## src/rtl/sipo_ctrl_pkg.sv

```systemverilog
// Shared types and default geometry for the SIPO capture sequencer.
// Bit order of the captured word is selected by SIPO_CTRL_LSB_FIRST_EN (see sipo_shift_reg).
package sipo_ctrl_pkg;

  localparam int SIPO_WIDTH = 4;
  localparam int SIPO_DIV_W = 4;

  typedef enum logic [0:0] {
    IDLE = 1'b0,
    RUN  = 1'b1
  } state_e;

  // Width of a counter that must hold 0..n-1 (never narrower than one bit).
  function automatic int cnt_width(input int n);
    return (n > 2) ? $clog2(n) : 1;
  endfunction

endpackage

```

## src/rtl/sipo_capture_ctrl_if.sv

```systemverilog
// Parallel-word valid/ready handshake between the capture sequencer and its consumer.
// Bit order on out_data depends on SIPO_CTRL_LSB_FIRST_EN in the producer.
interface sipo_capture_ctrl_if
  import sipo_ctrl_pkg::*;
#(
  parameter int WIDTH = SIPO_WIDTH
);

  logic [WIDTH-1:0] out_data;
  logic             out_valid;
  logic             out_ready;

  modport master (
    output out_data,
    output out_valid,
    input  out_ready
  );

  modport slave (
    input  out_data,
    input  out_valid,
    output out_ready
  );

endinterface

```

## src/rtl/sipo_shift_reg.sv

```systemverilog
// Serial-to-parallel shift datapath with synchronous clear and a look-ahead of the next word.
// SIPO_CTRL_LSB_FIRST_EN defined: bits enter at the top and shift right; otherwise at bit 0, shifting left.
module sipo_shift_reg
  import sipo_ctrl_pkg::*;
#(
  parameter int WIDTH = SIPO_WIDTH
) (
  input  logic             clk,
  input  logic             rst,
  input  logic             clr,
  input  logic             shift_en,
  input  logic             serial_in,
  output logic [WIDTH-1:0] q,
  output logic [WIDTH-1:0] q_shift
);

  logic [WIDTH-1:0] shift_q;
  logic [WIDTH-1:0] shift_d;

  // q_shift is the register contents including this cycle's bit, so the
  // controller can hand off a completed word on the same edge it is sampled.
`ifdef SIPO_CTRL_LSB_FIRST_EN
  assign q_shift = {serial_in, shift_q[WIDTH-1:1]};
`else
  assign q_shift = {shift_q[WIDTH-2:0], serial_in};
`endif

  always_comb begin
    shift_d = shift_q;
    if (clr) begin
      shift_d = '0;
    end else if (shift_en) begin
      shift_d = q_shift;
    end
  end

  always_ff @(posedge clk or negedge rst) begin
    if (!rst) begin
      shift_q <= '0;
    end else begin
      shift_q <= shift_d;
    end
  end

  assign q = shift_q;

endmodule

```

## src/rtl/sipo_capture_ctrl.sv

```systemverilog
// Programmable-rate SIPO capture sequencer: prescaled shift strobe, bit counting and word handoff.
// Bit order is selected by SIPO_CTRL_LSB_FIRST_EN (undefined: MSB-first).
module sipo_capture_ctrl
  import sipo_ctrl_pkg::*;
#(
  parameter int WIDTH = SIPO_WIDTH,
  parameter int DIV_W = SIPO_DIV_W
) (
  input  logic                        clk,
  input  logic                        rst,
  input  logic                        start,
  input  logic                        stop,
  input  logic [DIV_W-1:0]            div,
  input  logic                        serial_in,
  input  logic                        clr_ovr,
  output logic                        sample_en,
  output logic                        busy,
  output logic                        overrun,
  sipo_capture_ctrl_if.master         out_if
);

  localparam int              CNT_W    = cnt_width(WIDTH);
  localparam logic [CNT_W-1:0] LAST_BIT = CNT_W'(WIDTH - 1);

  state_e             state_q,   state_d;
  logic [DIV_W-1:0]   div_q,     div_d;
  logic [DIV_W-1:0]   presc_q,   presc_d;
  logic [CNT_W-1:0]   bit_cnt_q, bit_cnt_d;
  logic [WIDTH-1:0]   out_data_q,  out_data_d;
  logic               out_valid_q, out_valid_d;
  logic               overrun_q,   overrun_d;

  logic               start_acc;
  logic               stop_run;
  logic               sample_now;
  logic               word_done;
  logic               word_load;
  logic               word_drop;
  logic               shift_clr;
  logic [WIDTH-1:0]   shift_word;
  logic [WIDTH-1:0]   word_next;

  sipo_shift_reg #(
    .WIDTH (WIDTH)
  ) u_shift (
    .clk       (clk),
    .rst       (rst),
    .clr       (shift_clr),
    .shift_en  (sample_now),
    .serial_in (serial_in),
    .q         (shift_word),
    .q_shift   (word_next)
  );

  // Control decode; stop outranks start and also suppresses the strobe.
  always_comb begin
    start_acc  = (state_q == IDLE) && start && !stop;
    stop_run   = (state_q == RUN) && stop;
    sample_now = (state_q == RUN) && (presc_q == div_q) && !stop;
    word_done  = sample_now && (bit_cnt_q == LAST_BIT);
    word_load  = word_done && (!out_valid_q || out_if.out_ready);
    word_drop  = word_done && !word_load;
    shift_clr  = start_acc || stop_run;
  end

  always_comb begin
    state_d   = state_q;
    div_d     = div_q;
    presc_d   = presc_q;
    bit_cnt_d = bit_cnt_q;
    if (start_acc) begin
      state_d   = RUN;
      div_d     = div;
      presc_d   = '0;
      bit_cnt_d = '0;
    end else if (stop_run) begin
      state_d   = IDLE;
      presc_d   = '0;
      bit_cnt_d = '0;
    end else if (state_q == RUN) begin
      if (sample_now) begin
        presc_d   = '0;
        bit_cnt_d = word_done ? '0 : bit_cnt_q + 1'b1;
      end else begin
        presc_d   = presc_q + 1'b1;
      end
    end
  end

  // Output holding register: a fresh word may replace one being consumed this cycle.
  always_comb begin
    out_data_d  = out_data_q;
    out_valid_d = out_valid_q;
    overrun_d   = overrun_q;
    if (word_load) begin
      out_data_d  = word_next;
      out_valid_d = 1'b1;
    end else if (out_valid_q && out_if.out_ready) begin
      out_valid_d = 1'b0;
    end
    if (word_drop) begin
      overrun_d = 1'b1;
    end else if (clr_ovr || start_acc) begin
      overrun_d = 1'b0;
    end
  end

  always_ff @(posedge clk or negedge rst) begin
    if (!rst) begin
      state_q     <= IDLE;
      div_q       <= '0;
      presc_q     <= '0;
      bit_cnt_q   <= '0;
      out_data_q  <= '0;
      out_valid_q <= 1'b0;
      overrun_q   <= 1'b0;
    end else begin
      state_q     <= state_d;
      div_q       <= div_d;
      presc_q     <= presc_d;
      bit_cnt_q   <= bit_cnt_d;
      out_data_q  <= out_data_d;
      out_valid_q <= out_valid_d;
      overrun_q   <= overrun_d;
    end
  end

  assign sample_en        = sample_now;
  assign busy             = (state_q == RUN);
  assign overrun          = overrun_q;
  assign out_if.out_data  = out_data_q;
  assign out_if.out_valid = out_valid_q;

endmodule
```

## src/flat_wrapper.sv

```systemverilog
// flat-port wrapper written by rule: the top's interface ports become plain ports
module sipo_capture_ctrl_flat import sipo_ctrl_pkg::*;
#(
  parameter int WIDTH = SIPO_WIDTH,
  parameter int DIV_W = SIPO_DIV_W
)
  (clk, rst, start, stop, div, serial_in, clr_ovr, sample_en, busy, overrun, out_if_out_data, out_if_out_valid, out_if_out_ready);
  sipo_capture_ctrl_if #(.WIDTH(WIDTH)) out_if_i ();
  input  logic clk;
  input  logic rst;
  input  logic start;
  input  logic stop;
  input  logic [DIV_W-1:0] div;
  input  logic serial_in;
  input  logic clr_ovr;
  output logic sample_en;
  output logic busy;
  output logic overrun;
  output wire logic [$bits(out_if_i.out_data)-1:0] out_if_out_data;
  output wire logic [$bits(out_if_i.out_valid)-1:0] out_if_out_valid;
  input wire logic [$bits(out_if_i.out_ready)-1:0] out_if_out_ready;
  assign out_if_out_data = out_if_i.out_data;
  assign out_if_out_valid = out_if_i.out_valid;
  assign out_if_i.out_ready = out_if_out_ready;
  sipo_capture_ctrl #(.WIDTH(WIDTH), .DIV_W(DIV_W)) u_core (.clk(clk), .rst(rst), .start(start), .stop(stop), .div(div), .serial_in(serial_in), .clr_ovr(clr_ovr), .sample_en(sample_en), .busy(busy), .overrun(overrun), .out_if(out_if_i));
endmodule
```

## config.mk

```make
export PLATFORM = sky130hd
export DESIGN_NAME = sipo_capture_ctrl_flat
export DESIGN_NICKNAME = d
export VERILOG_FILES = /design/src/rtl/sipo_ctrl_pkg.sv /design/src/rtl/sipo_capture_ctrl_if.sv /design/src/rtl/sipo_shift_reg.sv /design/src/rtl/sipo_capture_ctrl.sv /design/src/flat_wrapper.sv
export SDC_FILE = /design/constraint.sdc
export NUM_CORES = 1
export LEC_CHECK = 0
export ABC_AREA = 0
export ABC_CLOCK_PERIOD_IN_PS = 1710
export CORE_MARGIN = 2
export CORE_UTILIZATION = 49
export DETAILED_ROUTE_END_ITERATION = 10
export PLACE_DENSITY_LB_ADDON = 0.08
export SETUP_SLACK_MARGIN = 0.5
export SLEW_MARGIN = 20
export SYNTH_ARGS = -nofsm -noshare
export SYNTH_HDL_FRONTEND = slang
export SYNTH_SLANG_ARGS = --single-unit
```

## constraint.sdc

```tcl
create_clock -name clk -period 1.71 [get_ports clk]
set_input_delay 0.342 -clock clk [delete_from_list [all_inputs] [get_ports clk]]
set_output_delay 0.342 -clock clk [all_outputs]
set_load 0.03 [all_outputs]
```

**Word-level counts from Yosys, hierarchy flattened**

Index checks and enable logic that the tools add are counted.
Widths: inputs -> output; s select.

- Register bits after elaboration: 20
- Input port bits: 11
- Output and inout port bits: 8
- Word-level logic and storage cells: 52

- $add $sub $neg: 2
- Equal/unequal tests: 2
- Mux-type cells: 17
- Bitwise gates (word level): 1
- Reductions and logical operators: 22

Operators by type and width:

| operator | number |
|---|---|
| $mux 4 | 4 |
| $mux 2 | 5 |
| $logic_and 1x1->1 | 9 |
| $reduce_bool 2->1 | 4 |
| $mux 1 | 6 |
| $mux 3 | 2 |
| $reduce_bool 3->1 | 2 |
| $add 4x1->4 const B | 1 |
| $eq 4x4->1 | 1 |
| $logic_not 1->1 | 3 |
| $logic_or 1x1->1 | 3 |
| $add 2x1->2 const B | 1 |
| $eq 2x2->1 const B | 1 |
| $reduce_and 2->1 | 1 |
| $not 1->1 | 1 |

**Longest topological paths before layout**

- Word-level depth: 9
- Depth in mapped cells: 6
- Depth with buffers taken out: 4

**Cells and area by module**

A second synthesis with hierarchy kept.

- Cells, all modules: 83
- Area total of the unflattened synthesis: 1036.0 µm²

Modules (own cells, without submodules):

| module | times used | cells an instance | area each (µm²) | sequential area each (µm²) |
|---|---|---|---|---|
| sipo_capture_ctrl | 1 | 66 | 845.8 | 425.4 |
| sipo_shift_reg | 1 | 17 | 190.2 | 100.1 |

**Worst setup path before layout**

OpenSTA, ideal clock, no wires.

- Kind: reg-to-reg
- Start: register u_core.state_q, in the netlist u_core.busy
- End: register u_core.out_data_q[0], in the netlist u_core.out_if.out_data[0]
- Setup time: 0.125 ns
- Arrival: 1.640 ns
- Data required time: 1.585 ns
- Slack: -0.055 ns
- Cell stages (with the launch flop): 6
- Path buffers: 1
- Period minus slack after synthesis: 1.765 ns
- Cells stage by stage: dfrtp_1 clkbuf_2 and2b_1 nand2_2 nor4b_4 mux2_2

- Longest elaborated chain between the ends: 4

Ends and longest elaborated chain:

| what | RTL line | text |
|---|---|---|
| start, declared | sipo_capture_ctrl.sv:25 | `state_e state_q, state_d;` |
| start signal, assigned | sipo_capture_ctrl.sv:118 | `state_q <= state_d;` |
| $logic_and 1x1->1 (2 in series) | sipo_capture_ctrl.sv:59 | `sample_now = (state_q == RUN) && (presc_q == div_q) && !stop;` |
| $logic_and 1x1->1 | sipo_capture_ctrl.sv:60 | `word_done = sample_now && (bit_cnt_q == LAST_BIT);` |
| $logic_and 1x1->1 | sipo_capture_ctrl.sv:61 | `word_load = word_done && (!out_valid_q \|\| out_if.out_ready);` |
| end signal, assigned | sipo_capture_ctrl.sv:122 | `out_data_q <= out_data_d;` |
| end, declared | sipo_capture_ctrl.sv:29 | `logic [WIDTH-1:0] out_data_q, out_data_d;` |

Every way passes these cells.
A chain may end at the register's enable or synchronous reset.

**Final worst setup path**

- Start: register u_core.div_q[1]
- End: output port sample_en

- Longest elaborated chain between the ends: 3

Ends and longest elaborated chain:

| what | RTL line | text |
|---|---|---|
| start, declared | sipo_capture_ctrl.sv:26 | `logic [DIV_W-1:0] div_q, div_d;` |
| start signal, assigned | sipo_capture_ctrl.sv:119 | `div_q <= div_d;` |
| $eq 4x4->1 | sipo_capture_ctrl.sv:59 |  |
| $logic_and 1x1->1 (2 in series) | sipo_capture_ctrl.sv:59 |  |
| end, declared | flat_wrapper.sv:16 | `output logic sample_en;` |

Every way passes these cells.

==> impl_metrics.py <==
metrics = {
    "worst_setup_path": {
        "timing.rr.start": "u_core.div_q[1]$_DFFE_PN0N_",
        "path_class": "reg -> out",
        "cp.required_ns": 1.37,
        "cp-start-kind": "register",
        "critPathMaxFanout": 2,
        "crit_start": "u_core.div_q[1]$_DFFE_PN0N_",
        "endpoint_kind": "output pin",
        "arrival_ns": 1.46,
    },
    "grt": {
        "track_usage": 0.236,
        "antenna_found_initial": 0,
        "grt_pass1_vias": 745,
        "grt_pass1_wl_um": 3560,
        "grt_max_degree": 21,
        "overflow": 0,
    },
    "floorplanning": {
        "core_area_sq_mm": 0.00176,
        "die-height_um": 47.7,
        "die_area_sq_mm": 0.00228,
        "row_count": 15,
        "die_w_um": 47.7,
        "pin_count": 19,
        "initial_core_util": 0.530,
    },
    "routing": {
        "drt_iter0_markers": 11,
        "wirelength_um": 3010,
        "num_vias": 837,
        "first_pass_iters": 4,
        "wire_per_inst_um": 19.8,
        "ant_nets": 0,
        "drcViolationCount": 0,
        "vias_per_cell": 5.51,
    },
    "logic_synthesis": {
        "ys_seq_area_frac": 0.535,
        "syn-num-nets": 90,
        "ys_ff_latch": 20,
        "syn_area_sq_um": 936,
        "synth_cell_type_count": 26,
        "syn_avg_cell_area_sq_um": 12.2,
        "netlist_instances": 77,
        "synth_warnings": 0,
    },
    "hold_path": {
        "hp-class": "in -> async",
    },
    "clock_tree": {
        "clock_path_buffers": 2,
        "path_clk_slew_ns": 0.12,
        "cts_tree": "yes",
        "cts_root_buffer": "clkbuf_4",
        "clk_latency_ns": 0.33,
        "cts_made_buffers": 3,
        "cts_sinks": 20,
        "htreeDepth": 1,
        "hold_buffers": 0,
    },
    "run_status": {
        "status": "finished, violations left",
        "violations": "negative setup slack",
    },
    "sta": {
        "max_freq_ghz": 0.555,
        "relSlewSlack": 0.793,
        "holdWs_ns": 0.373,
        "worst_pin_slew_ns": 0.310,
        "setup_viol": 5,
        "period_share": 1.05,
        "slew_violations": 0,
        "period_minus_slack_ns": 1.80,
        "fin_ws_ns": -0.0929,
        "finClkSkew_ns": 0.00161,
        "finalHoldViolCount": 0,
        "rsz0062_at_grt": "yes",
    },
    "final_layout": {
        "antennaDiodeCount": 0,
        "fin_area_sq_mm": 0.00153,
        "n_fill_cell": 100,
        "nets": 141,
        "final_layout_size_suffix_gt1_frac": 0.504,
        "syn_to_final_growth_pct": 63.2,
    },
    "pwr": {
        "power-per-cell-area_mw_per_mm2": 737,
        "p_total_mw": 1.13,
        "leakagePower_nw": 0.734,
        "peakVddDrop_uv": 972,
    },
    "placed_design": {
        "io_buffers": 18,
        "dpl-instance-area_sq_mm": 0.00123,
        "place_congestion": 0.756,
        "hpwlAfterDp_um": 1360,
    },
    "job": {
        "drv_cap": 0,
    },
}
[repair_timing]
item                       4_1_cts  5_1_grt
cloned                           0        1
pin swaps                        6        4
buffers inserted                 8        9
resized for setup               69        7
setup endpoints to repair       27       27
[cell usage after synthesis]
cell / instances / area, sq um
nor4_1: 1 / 6.26
buf_2: 1 / 5.00
dfrtp_1: 20 / 500
mux2i_1: 4 / 40.0
xor2_1: 2 / 17.5
o21bai_1: 1 / 7.51
ha_1: 2 / 25.0
inv_1: 2 / 7.51
nand2_2: 1 / 6.26
nor2b_1: 2 / 12.5
nor2_1: 6 / 22.5
nor3b_2: 1 / 12.5
nand2_1: 7 / 26.3
xnor2_1: 4 / 35.0
a22oi_1: 1 / 7.51
mux2_2: 8 / 90.1
a31o_2: 1 / 8.76
a21o_1: 1 / 7.51
nor4b_4: 1 / 23.8
o21ai_0: 2 / 10.0
nand3_2: 1 / 10.0
and2b_1: 1 / 7.51
o2111ai_1: 1 / 8.76
a21oi_1: 2 / 10.0
clkbuf_2: 1 / 5.00
nor3b_1: 3 / 22.5
[cells by family (layout without fill, tap and decap cells)]
logic type,Yosys count,in the layout,share of synthesized area
xor+xnor,6,6,0.0561
buf+inv,4,54,0.0187
simple gates,24,24,0.160
mux,12,12,0.139
compound gates,9,9,0.0642
fa+ha+maj,2,2,0.0267
flops,20,20,0.535
[power by group]
group | switching [mW] | internal, mW
registers | 0.0314 | 0.504
clock network | 0.169 | 0.131
logic | 0.125 | 0.167
total | 0.325 | 0.801
[sequential cells by signal, summed over array words and instances, names as in the netlist]
name                     cells
u_core.u_shift.q             3
u_core.presc_q               4
u_core.out_if.out_data       4
u_core.overrun               1
u_core.out_if.out_valid      1
u_core.busy                  1
u_core.div_q                 4
u_core.bit_cnt_q             2
[stage by stage]
step / setup WS (ns) / TNS (ns) / util / std cells
after floorplan: 0.0556 / 0 / - / 77
after global placement: -0.215 / -1.81 / 0.695 / 130
after detailed placement: -0.230 / -1.86 / 0.695 / 130
after CTS: -0.0253 / -0.0253 / 0.797 / 142
after global routing: -0.128 / -0.574 / 0.866 / 152
final: -0.0929 / -0.323 / 0.866 / 152
[per-layer routing]
metal | vias up | share of wire | global-route usage
met2 | 37 | 0.50 | 0.405
met4 | 0 | 0.018 | 0.0811
met3 | 7 | 0.050 | 0.0340
li1 | 366 | - | -
met1 | 427 | 0.43 | 0.305
met5 | - | 0 | 0
[final cells by class]
cell class / count / area [sq um] / share of cell area
inverters: 2 / 7.51 / 0.00491
multi-input cells: 53 / 498 / 0.326
well taps: 25 / 31.3 / 0.0205
flip-flops and latches: 20 / 502 / 0.328
clock buffers: 4 / 36.3 / 0.0238
repair buffers: 48 / 453 / 0.296
[worst paths after layout]
kind | depth (start not counted) | end | slack (ns)
worst max-delay path | 5 | sample_en | -0.09
worst min-delay path | 2 | u_core.out_if.out_valid$_DFFE_PN0P_ | 0.37
worst max register to register | 6 | u_core.out_if.out_data[1]$_DFFE_PN0P_ | -0.07
worst min register to register | 1 | u_core.out_if.out_data[1]$_DFFE_PN0P_ | 0.52
max in group asynchronous | 2 | u_core.busy$_DFFE_PN0P_ | 1.11
min in group clk | 3 | u_core.busy$_DFFE_PN0P_ | 0.45
[layout by cell type, fill, tap and decap left out, types with 3 or more instances in the layout]
cell type and count:
nor2_1 4, nand2_1 7, mux2_4 6, mux2i_1 4
dfrtp_1 19, buf_4 24, xnor2_2 3, clkbuf_4 3
clkdlybuf4s50_1 8, buf_6 12
[critical path: stages, from the launching register on]
cell,delay [ns]
dfrtp_1,0.43
xnor2_2,0.20
nand2_2,0.08
buf_4,0.15
nor2_4,0.12
buf_6,0.14
Power figures use the tool's default switching activity.
